`config.mk`:
```
export PLATFORM = sky130hd
export DESIGN_NAME = ps2_scancode_rx
export DESIGN_NICKNAME = d
export VERILOG_FILES = /design/src/rtl/ps2_scancode_rx.sv
export SDC_FILE = /design/constraint.sdc
export NUM_CORES = 1
export LEC_CHECK = 0
export CAP_MARGIN = 20
export CELL_PAD_IN_SITES_DETAIL_PLACEMENT = 0
export CELL_PAD_IN_SITES_GLOBAL_PLACEMENT = 1
export CORE_MARGIN = 5
export CORE_UTILIZATION = 40
export CTS_BUF_LIST = sky130_fd_sc_hd__clkbuf_8 sky130_fd_sc_hd__clkbuf_16
export CTS_CLUSTER_DIAMETER = 30
export CTS_CLUSTER_SIZE = 20
export DETAILED_ROUTE_END_ITERATION = 8
export GPL_ROUTABILITY_DRIVEN = 1
export HOLD_SLACK_MARGIN = 0.1
export PLACE_DENSITY = 0.64
export SETUP_SLACK_MARGIN = 0.3
export SYNTH_ARGS = -nofsm -noshare
export SYNTH_HDL_FRONTEND = slang
export SYNTH_SLANG_ARGS = --single-unit
```
`constraint.sdc`:
```
create_clock -name clock -period 4 [get_ports clock]
set_input_delay 0.6 -clock clock [delete_from_list [all_inputs] [get_ports clock]]
set_output_delay 0.6 -clock clock [all_outputs]
set_load 0.02 [all_outputs]
```
`src/rtl/ps2_scancode_rx.sv`:
```
// PS/2 keyboard receiver: synchronizes the raw lines, deframes 11-bit frames,
// checks parity/stop and queues good scancodes in a FIFO for CPU reads.
module ps2_scancode_rx #(
  parameter int DEPTH          = 8,
  parameter int SYNC_STAGES    = 2,
  parameter int TIMEOUT_CYCLES = 50000
) (
  input  logic        clock,
  input  logic        reset,
  input  logic        ps2_clk,
  input  logic        ps2_data,
  input  logic        pop,
  output logic [31:0] rd_data,
  output logic        valid,
  output logic        full
);

  localparam int AW = $clog2(DEPTH);
  localparam int TW = $clog2(TIMEOUT_CYCLES + 1);
  localparam logic [TW-1:0] TO_LAST = TW'(TIMEOUT_CYCLES - 1);

  typedef enum logic [1:0] {
    IDLE,
    DATA,
    PARITY,
    STOP
  } state_t;

  logic [SYNC_STAGES-1:0] clk_sync_q;
  logic [SYNC_STAGES-1:0] data_sync_q;
  logic                   prev_clk_q;
  logic                   s_clk;
  logic                   s_data;
  logic                   fall;

  state_t      state_q, state_d;
  logic [2:0]  bitcnt_q, bitcnt_d;
  logic [7:0]  shift_q, shift_d;
  logic        par_q, par_d;
  logic [TW-1:0] to_q, to_d;
  logic        push;
  logic        ferr_set;

  logic [7:0]  mem_q [DEPTH];
  logic [AW:0] wptr_q, wptr_d;
  logic [AW:0] rptr_q, rptr_d;
  logic        ovf_q, ovf_d;
  logic        ferr_q, ferr_d;
  logic        empty;
  logic        do_push;
  logic        do_pop;
  logic [7:0]  head;

  assign s_clk  = clk_sync_q[SYNC_STAGES-1];
  assign s_data = data_sync_q[SYNC_STAGES-1];
  assign fall   = prev_clk_q & ~s_clk;

  always_ff @(posedge clock or posedge reset) begin
    if (reset) begin
      clk_sync_q  <= '1;
      data_sync_q <= '1;
      prev_clk_q  <= 1'b1;
    end else begin
      clk_sync_q  <= {clk_sync_q[SYNC_STAGES-2:0], ps2_clk};
      data_sync_q <= {data_sync_q[SYNC_STAGES-2:0], ps2_data};
      prev_clk_q  <= s_clk;
    end
  end

  always_comb begin
    state_d  = state_q;
    bitcnt_d = bitcnt_q;
    shift_d  = shift_q;
    par_d    = par_q;
    push     = 1'b0;
    ferr_set = 1'b0;
    to_d     = (state_q == IDLE || fall) ? '0 : to_q + 1'b1;
    if (state_q != IDLE && !fall && to_q == TO_LAST) begin
      // Device stalled mid-frame: drop the partial byte and resync
      state_d  = IDLE;
      shift_d  = '0;
      bitcnt_d = '0;
      ferr_set = 1'b1;
      to_d     = '0;
    end else if (fall) begin
      unique case (state_q)
        IDLE: begin
          if (!s_data) begin
            state_d  = DATA;
            bitcnt_d = '0;
          end
        end
        DATA: begin
          shift_d  = {s_data, shift_q[7:1]};
          bitcnt_d = bitcnt_q + 1'b1;
          if (bitcnt_q == 3'd7) state_d = PARITY;
        end
        PARITY: begin
          par_d   = s_data;
          state_d = STOP;
        end
        STOP: begin
          if (s_data && ^{shift_q, par_q}) push = 1'b1;
          else ferr_set = 1'b1;
          state_d = IDLE;
        end
        default: state_d = IDLE;
      endcase
    end
  end

  always_ff @(posedge clock or posedge reset) begin
    if (reset) begin
      state_q  <= IDLE;
      bitcnt_q <= '0;
      shift_q  <= '0;
      par_q    <= 1'b0;
      to_q     <= '0;
    end else begin
      state_q  <= state_d;
      bitcnt_q <= bitcnt_d;
      shift_q  <= shift_d;
      par_q    <= par_d;
      to_q     <= to_d;
    end
  end

  assign empty   = (wptr_q == rptr_q);
  assign full    = (wptr_q[AW] != rptr_q[AW]) &&
                   (wptr_q[AW-1:0] == rptr_q[AW-1:0]);
  assign valid   = ~empty;
  assign do_pop  = pop & ~empty;
  assign do_push = push & (~full | do_pop);
  assign head    = empty ? 8'h00 : mem_q[rptr_q[AW-1:0]];
  assign rd_data = {16'b0, valid, ovf_q, ferr_q, 5'b0, head};

  always_comb begin
    wptr_d = do_push ? wptr_q + 1'b1 : wptr_q;
    rptr_d = do_pop ? rptr_q + 1'b1 : rptr_q;
    ovf_d  = pop ? 1'b0 : ovf_q;
    ferr_d = pop ? 1'b0 : ferr_q;
    if (push && full && !do_pop) ovf_d = 1'b1;
    if (ferr_set) ferr_d = 1'b1;
  end

  always_ff @(posedge clock or posedge reset) begin
    if (reset) begin
      wptr_q <= '0;
      rptr_q <= '0;
      ovf_q  <= 1'b0;
      ferr_q <= 1'b0;
    end else begin
      wptr_q <= wptr_d;
      rptr_q <= rptr_d;
      ovf_q  <= ovf_d;
      ferr_q <= ferr_d;
    end
  end

  always_ff @(posedge clock) begin
    if (do_push) mem_q[wptr_q[AW-1:0]] <= shift_q;
  end

endmodule
```
Word level (Yosys, flattened, before mapping)

Memories as Yosys holds them, arrays and structs flattened.
Index checks and enable logic that the tools add are counted.

$add $sub $neg: 4
Multipliers: 0
Divide/modulo/power cells: 0
$lt $le $gt $ge: 0
Equal/unequal tests: 10
Shift operators: 0
Mux-type cells: 28
Bitwise gates (word level): 8
Reductions and logical operators: 21

Operators with widths:

| kind                  | count |
|---|---|
| $mux 16               | 2 |
| $mux 8                | 4 |
| $add 16x1->16 const B | 1 |
| $eq 16x16->1 const B  | 1 |
| $mux 1                | 13 |
| $reduce_bool 2->1     | 5 |
| $mux 3                | 3 |
| $reduce_and 3->1      | 3 |
| $reduce_xor 9->1      | 1 |
| $add 4x1->4 const B   | 2 |
| $mux 2                | 4 |
| $pmux 2 s4            | 1 |
| $logic_and 1x1->1     | 6 |
| $pmux 3 s2            | 1 |
| $eq 2x2->1 const B    | 2 |
| $eq 4x4->1            | 1 |
| $not 1->1             | 4 |
| $add 3x1->3 const B   | 1 |
| $and 1x1->1           | 3 |
| $eq 3x3->1            | 1 |
| $eq 3x3->1 const B    | 1 |
| $ne 3x2->1 const B    | 1 |
| $ne 3x3->1 const B    | 1 |
| $reduce_bool 3->1     | 1 |
| 7 further kinds       | 8 |

Register bits: 45
Latch bits: 0
RAM bits: 64
Memory bits (read-only): 0
Bits of input ports: 5
Output and inout bits: 34
Word-level logic and storage cells: 84
Memories kept: 1

Memories:

| memory | words | width | read ports | clocked after Yosys merged registers in | wr ports | line | RTL |
|---|---|---|---|---|---|---|---|
| mem_q  | 8     | 8     | 1          | 0                                       | 1        | 44   | `logic [7:0] mem_q [DEPTH];` |

Logic depth before layout (Yosys ltp)

Depth after elaboration: 9
Gate-level depth with buffers: 7
Depth with buffers taken out: 6

Worst setup path after synthesis

No wires, ideal clock.

Kind: flip-flop to flip-flop
Start point: register shift_q[6]
End point: memory mem_q[1][0] (enable)
Setup time: 0.398 ns
Data arrival time: 2.444 ns
Data required time: 3.602 ns
Setup slack: 1.158 ns
Stages on the path, launching flop included: 6
Path buffers: 0
Clock period less this slack: 2.842 ns
Path through: dfrtp_1 > xnor2_1 > xnor3_2 > xnor2_4 > nand3_4 > nor4b_1

Word-level cells in the longest chain between the ends: 9

Ends and longest elaborated chain:

| item                         | line | RTL |
|---|---|---|
| from (decl)                  | 38   | `logic [7:0] shift_q, shift_d;` |
| from (signal assigned)       | 122  | `shift_q <= shift_d;` |
| $reduce_xor 9->1             | 103  | `if (s_data && ^{shift_q, par_q}) push = 1'b1;` |
| $logic_and 1x1->1            | 103  |  |
| $mux 1                       | 103  |  |
| $mux 1                       | 86   | `unique case (state_q)` |
| $mux 1                       | 85   | `end else if (fall) begin` |
| $mux 1                       | 78   | `if (state_q != IDLE && !fall && to_q == TO_LAST) begin` |
| $and 1x1->1                  | 133  | `assign do_push = push & (~full \| do_pop);` |
| $mux 1                       | 161  | `if (do_push) mem_q[wptr_q[AW-1:0]] <= shift_q;` |
| $mux 1 (implied by the code) | 161  |  |
| to (decl)                    | 44   |  |

Every way passes these cells.

Final worst setup path

Start point: register rptr_q[0]
End point: output port valid

Word-level cells in the longest chain between the ends: 2

Ends and longest elaborated chain:

| item                   | line | RTL |
|---|---|---|
| from (decl)            | 46   | `logic [AW:0] rptr_q, rptr_d;` |
| from (signal assigned) | 154  | `rptr_q <= rptr_d;` |
| $eq 4x4->1             | 128  | `assign empty = (wptr_q == rptr_q);` |
| $not 1->1              | 131  | `assign valid = ~empty;` |
| to (decl)              | 14   | `output logic valid,` |

Every way passes these cells.

==> impl_metrics.tcl <==
set metrics [dict create \
    status "finished clean" \
    nets 371 \
    cts_buffer_depth 2 \
    dpl_cell_area_sq_um 5150 \
    antenna_left 0 \
    layout_common_cells "64 x edfxtp_1, 40 x dfrtp_1, 39 x nor2_1" \
    worst_pin_slew_ns 0.919 \
    endpoint "valid" \
    synth.avg_cell_area_sq_um 14.6 \
    clock_skew_ns 0.0114 \
    clk_pin_slew_ns 0.08 \
    ir_worst_vdd_mv 0.345 \
    fin_crit_ns 3.41 \
    clkLatencyLatePin_ns 0.35 \
    final.setup.tns_ns 0 \
    cts_setup_buffers 0 \
    synth_top_area_cell "edfxtp_1" \
    swShare_pct 34.4 \
    grt.total_usage_pct 12.1 \
    maxSlewViolCount 0 \
    ys_seq_area_share_pct 62.5 \
    total_power_w 0.00400 \
    grt_max_degree 46 \
    syn_area_sq_um 4890 \
    cts_tree "yes" \
    die_w_um 121 \
    setup_viol 0 \
    utilization_pct 45.7 \
    whs_ns 0.358 \
    hp-class "reg2reg" \
    grt_overflow 0 \
    ff2ff_setup_slack_ns 1.48 \
    drtIter0Drc 110 \
    max_stage_delay_ns 0.83 \
    hold_viol_final 0 \
    wl_per_cell_um 15.8 \
    fmax_mhz 293 \
    worstReg2RegEnd "mem_q[5][0]" \
    dp_hpwl_mm 5.54 \
    areaGrowthSynthToFinish_pct 12.4 \
    reg2reg_depth 6 \
    wirelength_mm 8.03 \
    startpoint "rptr_q[0]" \
    clkPwrFrac_pct 23.8 \
    rsz0062_at_grt "false" \
    leakage_nw 2.15 \
    grt_pass1_vias 2537 \
    final_cell_area_sq_um 5490 \
    grt_pass1_wl_mm 13.7 \
    cp_data_required_time_ns 3.40 \
    dr.pass1.iters 4 \
    cts.sinks 109 \
    fillers 1087 \
    cts_buffers 9 \
    path_delay_family "simple AND/OR/NAND/NOR gates" \
    cts_resized 0 \
    worst-path-max-fanout 11 \
    final_layout_size_suffix_gt1_share_pct 16.0 \
    cts_hold_buf 0 \
    crit_chain "xor2_1 > nor4b_2 > inv_1 > clkdlybuf4s50_1" \
    ios 39 \
    std_cell_rows 40 \
    via_count 2496 \
    cp_slowest_cell "nor4b_2" \
    antenna_cells 0 \
    end_kind "primary output" \
    cts_root_buffer "clkbuf_16" \
    antenna_found_initial 0 \
    drc 0 \
    cts_max_level 3 \
    p_seq_share_pct 41.6 \
    internal_power_w 0.00262 \
    comb_power_share_pct 34.6 \
    crit_path_start_kind "register" \
    place_congestion 0.723 \
    die_h_um 121 \
    switching_power_w 0.00138 \
    start_util_pct 40.7 \
    yosys_register_bits 109 \
    synthTopCellsByArea "edfxtp_1 39%, dfrtp_1 20%, mux4_2 7.4%, buf_4 4.1%, mux2i_1 3.3%" \
    synth_cells 335 \
    worstSetupPathType "reg2out" \
    coreArea_sq_um 12000 \
    power_density_nw_per_um2 728 \
    cap_violations 0 \
    yosys_warnings 0 \
    synth_cell_types 45 \
    period_share_pct 85.2 \
    r2r-start "shift_q[6]" \
    worst_ep_arrival_time_ns 2.81 \
    dieArea_sq_um 14500 \
    crit_cells 4 \
    viasPerCell 4.90 \
    port_buffers 17 \
    yosysTopAreaCellShare_pct 39.3 \
    layout_commonest_cell "edfxtp_1" \
    cp_num_buf_inv 2 \
    max-slew-margin-rel_pct 38.6 \
]
## synthesized netlist by cell type, drive strengths merged
library cell	number
edfxtp	64
dfrtp	40
nor2	39
buf	33
xnor2	19
mux2i	16
mux4	16
nand2	13
inv	11
xor2	11
ha	9
nand3	8
nor4	8
dfstp	5
nand4	4
nor4b	4
clkbuf	3
mux2	3
nor3	3
o21ai	3
a21oi	2
a32o	2
and3	2
nand2b	2
nor2b	2
or4bb	2
a211o	1
a21boi	1
a21o	1
a32oi	1
and2	1
and4	1
conb	1
nor3b	1
o31a	1
or4b	1
xnor3	1
## metal layers
layer  track usage (%)  part of all wire, %  vias up
li1                  -                    -     1218
met1              16.7                   47     1234
met2              19.0                   48       31
met3              2.10                  2.8       13
met4              5.31                  1.9        0
met5                 0                    0        -
## through the flow
stage	std cells	setup WS, ns
floorplan	355	1.16
global placement	492	0.912
detailed placement	492	0.851
CTS	508	0.462
global route	509	0.306
finish	509	0.591
## layout make-up
class | instances | area (sq um) | area share, %
Clock buffer | 9 | 225 | 4.10
Clock inverter | 7 | 98.8 | 1.80
Multi-Input combinational cell | 199 | 1630 | 29.7
Sequential cell | 109 | 3050 | 55.6
Tap cell | 147 | 184 | 3.35
Inverter | 11 | 41.3 | 0.752
Timing Repair Buffer | 27 | 258 | 4.69
## worst reg2reg max path, delay by kind of cell, from the launching register on
family        cells  cell delay [ns]
simple gates      2             0.45
flops             1             0.58
xor+xnor          3             0.94
buf+inv           1             0.24
## sequential cells by signal, indices dropped and copies added (netlist names), 2 cells and up
signal	count
bitcnt_q	3
data_sync_q	2
rptr_q	4
to_q	16
clk_sync_q	2
mem_q	64
state_q	2
wptr_q	4
shift_q	8
## cell families (layout without fill, tap and decap cells)
family          Yosys count  in the layout  synth area share, %
compound gates           12             12                 1.84
simple gates             91             91                 9.65
mux                      35             35                 11.4
buf+inv                  47             54                 5.81
other cells               1             21               0.0767
xor+xnor                 31             31                 6.40
flops                   109            109                 62.5
fa+ha+maj                 9              9                 2.30
## how the worst min path moves through the flow
stage,from,to,slack (ns),cells after the start
6_report,data_sync_q[0],data_sync_q[1],0.36,0
5_1_grt,data_sync_q[0],data_sync_q[1],0.37,0
4_1_cts,data_sync_q[0],data_sync_q[1],0.36,0
3_5_place_dp,data_sync_q[0],data_sync_q[1],0.35,0
3_3_place_gp,data_sync_q[0],data_sync_q[1],0.35,0
2_1_floorplan,clk_sync_q[0],clk_sync_q[1],0.35,0
## power by group through the flow
stage               combinational (W)  clock (W)  sequential, W
global placement              0.00140          0        0.00168
CTS                           0.00141   0.000977        0.00167
global route                  0.00150    0.00103        0.00170
floorplan                     0.00116          0        0.00155
finish                        0.00138   0.000952        0.00166
detailed placement            0.00141          0        0.00169
No activity file was read; power rests on OpenSTA's default activity.
==> RTL change 1: new RTL, config.mk and constraints unchanged <==
The parameter `DEPTH` goes from 8 to 16.
--- a/src/rtl/ps2_scancode_rx.sv
+++ b/src/rtl/ps2_scancode_rx.sv
@@ -2,5 +2,5 @@
 // checks parity/stop and queues good scancodes in a FIFO for CPU reads.
 module ps2_scancode_rx #(
-  parameter int DEPTH          = 8,
+  parameter int DEPTH          = 16,
   parameter int SYNC_STAGES    = 2,
   parameter int TIMEOUT_CYCLES = 50000
Check against the original RTL: no difference found for any inputs over 10 cycles, from zero or initial values and one cycle with reset high; that may be too few to reach the edited logic, so the function may still have changed.
==> RTL change 1 against the original RTL <==
Power increased by 47%. Clock skew is 3.7 ps lower. First-iteration DRC count rose by 120%. Register-to-register slack lost 500 ps. Synthesized area rose by 52%. Sequential cell count rose by 66. Count of clock-buffer cells in the layout increased by 8. Critical path type unchanged. Wire length increased by 81%. Largest power group unchanged. Sequential share of layout area up 4.3 points. Critical path depth up 1. Worst setup slack lost 48 ps. Die area grew 47%. Core utilization rose by 0.66 points. Cell area rose by 53%.
==> RTL change 1: results (changes against the original RTL) <==
Global route
  – First-pass GRT wire length: 23640 um (+72%)
  – Largest net degree at the start of global routing: 48 (+4.3%)
  – Gr usage total: 14.51% (+2.4 points)
  – Vias in the first global route: 4110 (+62%)

STA
  – Post-layout minimum cycle time: 3456 ps (+47.73 ps)
  – Max-slew headroom: 43.59% (+5.0 points)
  – Hold WS: 355.5 ps (-2.141 ps)
  – Layout Skew: 7.629 ps (-3.740 ps)

Clocking
  – Clock Latency Late Sink: 420 ps (+70 ps)
  – Num CTS Buffers: 17 (+8)
  – Clock slew at reported path FFs: 60 ps (-20 ps)
  – H-tree lvl count: 4 (+1)

Worst setup path
  – Critical Path Max Stage Delay: 580 ps (-250 ps)
  – Slowest library cell on the worst path: clkdlybuf4s50_1
  – FF-to-FF End: mem_q[15][1]
  – Slack of the worst reg-to-reg path: 980 ps (-500 ps)
  – Setup crit start: rptr_q[0]
  – Worst path arrival time: 2860 ps (+50 ps)
  – CP Capture Point: valid

Place
  – Placed insts: 700 (+42%)
  – Placer congestion estimate: 0.7802 (+7.9%)
  – Detailed Place HPWL: 9464 um (+71%)
  – Pre-CTS setup slack: 942.4 ps (+91.63 ps)

Synthesis
  – Async SR Flop Fraction: 26.86% (-14 points)
  – Netlist cell types: 39 (-13%)
  – Synthesis-stage register bit count: 175 (+61%)
  – Part of the Yosys area used for sequential elements: 67.76% (+5.3 points)
  – Yosys warnings: 0 (unchanged)
  – Synthesized area: 7417 um^2 (+52%)
  – Post-synth EDFFs: 128 (+100%)
  – Most frequent cells after synthesis: edfxtp_1, dfrtp_1, mux4_2
  – Synth area leaders: edfxtp_1, dfrtp_1, mux4_2

Power and ir drop
  – Leakage: 3.059 nW (+42%)
  – Peak supply drop: 0.3589 mV (+4.0%)

Final layout
  – Comb_multi_in: 257 (+29%)
  – Non-clock buffers, area share: 3.490% (-1.2 points)
  – Register Area: 5027 um^2 (+65%)
  – Nonclk buf count: 30 (+11%)
  – Inverter count: 10 (-1)
  – Fillers: 1528 (+41%)
  – Multi-input gate area: 2163 um^2 (+33%)
  – Fraction of layout cells with a size suffix above 1: 16.87% (+0.84 points)
  – Final #Nets: 508 (+37%)
  – Cell Count, Final, Fillers Out: 733 (+44%)
  – Clock buf/inv share: 6.921% (+1.0 points)

Drt
  – DRC marker count from the first detailed-route iteration: 244 (+120%)
  – WL per Instance: 19.78 um (+25%)
  – DR vias: 3851 (+54%)

Outcome
  – Status: finished, final reports clean
## RTL change 1: cell count changes after synthesis, sizes merged, moves of 14 or more
cell,change
a21oi,+17
a22oi,+16
and3,+17
edfxtp,+64
mux2i,-16
mux4,+16
nor2,-14
## RTL change 1: logic make-up (layout without fill, tap and decap cells)
logic type	count (synthesis)	after routing	share of synthesized area (%)
AO/OA/AOI/OAI	45	45	3.863
flip-flops	175	175	67.76
XOR/XNOR	33	33	4.184
adder cells (fa/ha/maj)	12	12	2.024
other	1	21	0.05056
multiplexers	35	35	10.22
buffers and inverters	54	72	4.082
AND/OR/NAND/NOR	111	111	7.810
## RTL change 1: routing by layer
layer	vias up	global-route usage [%]	wire (um)
met3	11	3.781	498
met1	2003	20.64	6830
met2	67	22.30	7045
li1	1770	-	-
met4	0	3.951	124
met5	-	0	0
## RTL change 1: power by group
part           switching [mW]  internal (mW)
Sequential              0.189           2.18
Clock                   0.669          0.967
Combinational           0.992          0.872
Total                    1.85           4.02
==> RTL change 2: new RTL, same flow settings <==
Without the edit above. Reset style: synchronous (`reset`), changed in 3 clocked blocks.
--- a/src/rtl/ps2_scancode_rx.sv
+++ b/src/rtl/ps2_scancode_rx.sv
@@ -56,5 +56,5 @@
   assign fall   = prev_clk_q & ~s_clk;
 
-  always_ff @(posedge clock or posedge reset) begin
+  always_ff @(posedge clock) begin
     if (reset) begin
       clk_sync_q  <= '1;
@@ -110,5 +110,5 @@
   end
 
-  always_ff @(posedge clock or posedge reset) begin
+  always_ff @(posedge clock) begin
     if (reset) begin
       state_q  <= IDLE;
@@ -144,5 +144,5 @@
   end
 
-  always_ff @(posedge clock or posedge reset) begin
+  always_ff @(posedge clock) begin
     if (reset) begin
       wptr_q <= '0;
Formal check against the unedited RTL: same outputs for any inputs over 10 cycles, from zero or initial values and one cycle with reset high; that may be too few to reach the edited logic, so the function may still have changed.
==> RTL change 2 against the original RTL <==
Worst setup slack better by 360 ps. Largest cell class unchanged. Sequential cell count is 3 higher. Synthesized area is 2.0% lower. Cell count up 6.3%. Cell area shrank 2.2%. Critical path type unchanged. Wire length grew 6.9%. Global-route usage up 0.55 points.
Power is not compared: it rests on default switching activity, and its combinational part moved more than twofold at a synthesized area within 25%.
==> RTL change 2: results (changes against the original RTL) <==
Place
  – Detailed Place HPWL: 5828 um (+5.1%)
  – Placed Area: 5060 um^2 (-1.7%)
  – Placer congestion estimate: 0.6998 (-3.3%)
  – Placed insts: 526 (+6.9%)

Worst setup path
  – Worst path arrival time: 2450 ps (-360 ps)
  – CP top delay family: buffers and inverters
  – Critical Path Max Stage Delay: 740 ps (-90 ps)

Synthesis
  – Netlist cell types: 46 (+2.2%)
  – Async SR Flop Fraction: 0% (-41 points)
  – Cells after synthesis: 372 (+11%)
  – Synth area leaders: edfxtp_1, dfxtp_1, mux4_2
  – Part of the Yosys area used for sequential elements: 60.22% (-2.3 points)
  – Most frequent cells after synthesis: edfxtp_1, dfxtp_1, nor2_1

STA
  – Layout Skew: 8.618 ps (-2.752 ps)
  – Worst Tran Pin Value: 789.0 ps (-129.6 ps)

Drt
  – DR vias/cell: 4.943 (+0.79%)
  – DR vias: 2674 (+7.1%)

Outcome
  – Status: finished, final reports clean

Final layout
  – Fraction of layout cells with a size suffix above 1: 13.96% (-2.1 points)
  – Fillers: 1073 (-1.3%)
  – Final #Nets: 404 (+8.9%)

Global route
  – Largest net degree at the start of global routing: 23 (-50%)
  – Vias in the first global route: 2642 (+4.1%)
  – Gr usage total: 12.68% (+0.55 points)
  – Antenna violations before repair: 0 (unchanged)
  – First-pass GRT wire length: 13880 um (+1.2%)
[RTL change 2: changes by cell type after synthesis, sizes merged, moves of 6 or more]
cell | unedited run | this run
dfxtp | 0 | 48
dfrtp | 40 | 0
a21oi | 2 | 15
nand3 | 8 | 20
clkbuf | 3 | 10
mux2i | 16 | 10
xnor2 | 19 | 13
[RTL change 2: final timing paths]
check	start	to	slack, ps	cells after the start
setup / recovery	wptr_q[1]	full	950	3
hold / removal	data_sync_q[0]	data_sync_q[1]	420	1
setup reg to reg	shift_q[1]	mem_q[6][5]	1080	5
hold reg to reg	data_sync_q[0]	data_sync_q[1]	420	1
[RTL change 2: area by class of cell]
cell class / instances / area [um^2] / area share (%)
Sequential cell: 112 / 2883 / 53.67
Timing Repair Buffer: 27 / 245.2 / 4.566
Tap cell: 147 / 183.9 / 3.424
Inverter: 9 / 33.78 / 0.6289
Clock buffer: 9 / 225.2 / 4.193
Multi-Input combinational cell: 231 / 1714 / 31.91
Clock inverter: 6 / 86.33 / 1.607
[RTL change 2: cell families (layout without fill, tap and decap cells)]
kind of cell / count (synthesis) / after routing / share of synthesized area (%)
compound gates: 29 / 29 / 3.711
xor+xnor: 28 / 28 / 5.567
fa+ha+maj: 9 / 9 / 2.352
buf+inv: 49 / 51 / 5.933
flops: 112 / 112 / 60.22
mux: 28 / 28 / 10.09
other cells: 1 / 21 / 0.07834
simple gates: 116 / 116 / 12.05
[RTL change 2: routing by layer]
layer | track usage (%) | wire length, um | part of all wire, %
met1 | 16.18 | 3951 | 46
met4 | 6.657 | 195 | 2.3
met3 | 2.422 | 235 | 2.7
met5 | 0 | 0 | 0
met2 | 20.49 | 4199 | 49
[RTL change 2: metrics by stage]
stage / power [mW] / utilization, % / setup WS, ps / hold WS (ps)
4_1_cts: 2.209 / 45.28 / 884.6 / 422.2
5_1_grt: 2.257 / 45.28 / 748.5 / 425.4
3_3_place_gp: 1.270 / 42.66 / 1085 / 403.3
6_report: 2.184 / 45.28 / 949.2 / 416.6
2_1_floorplan: 1.277 / - / 1187 / 389.5
3_5_place_dp: 1.270 / 42.66 / 1003 / 401.7
[RTL change 2: report_power, final]
| group | internal [mW] | switching (mW) |
|---|---|---|
| combinational | 0.00775 | 0.0296 |
| clock | 0.544 | 0.396 |
| sequential | 1.21 | 0.00165 |
| total | 1.76 | 0.427 |
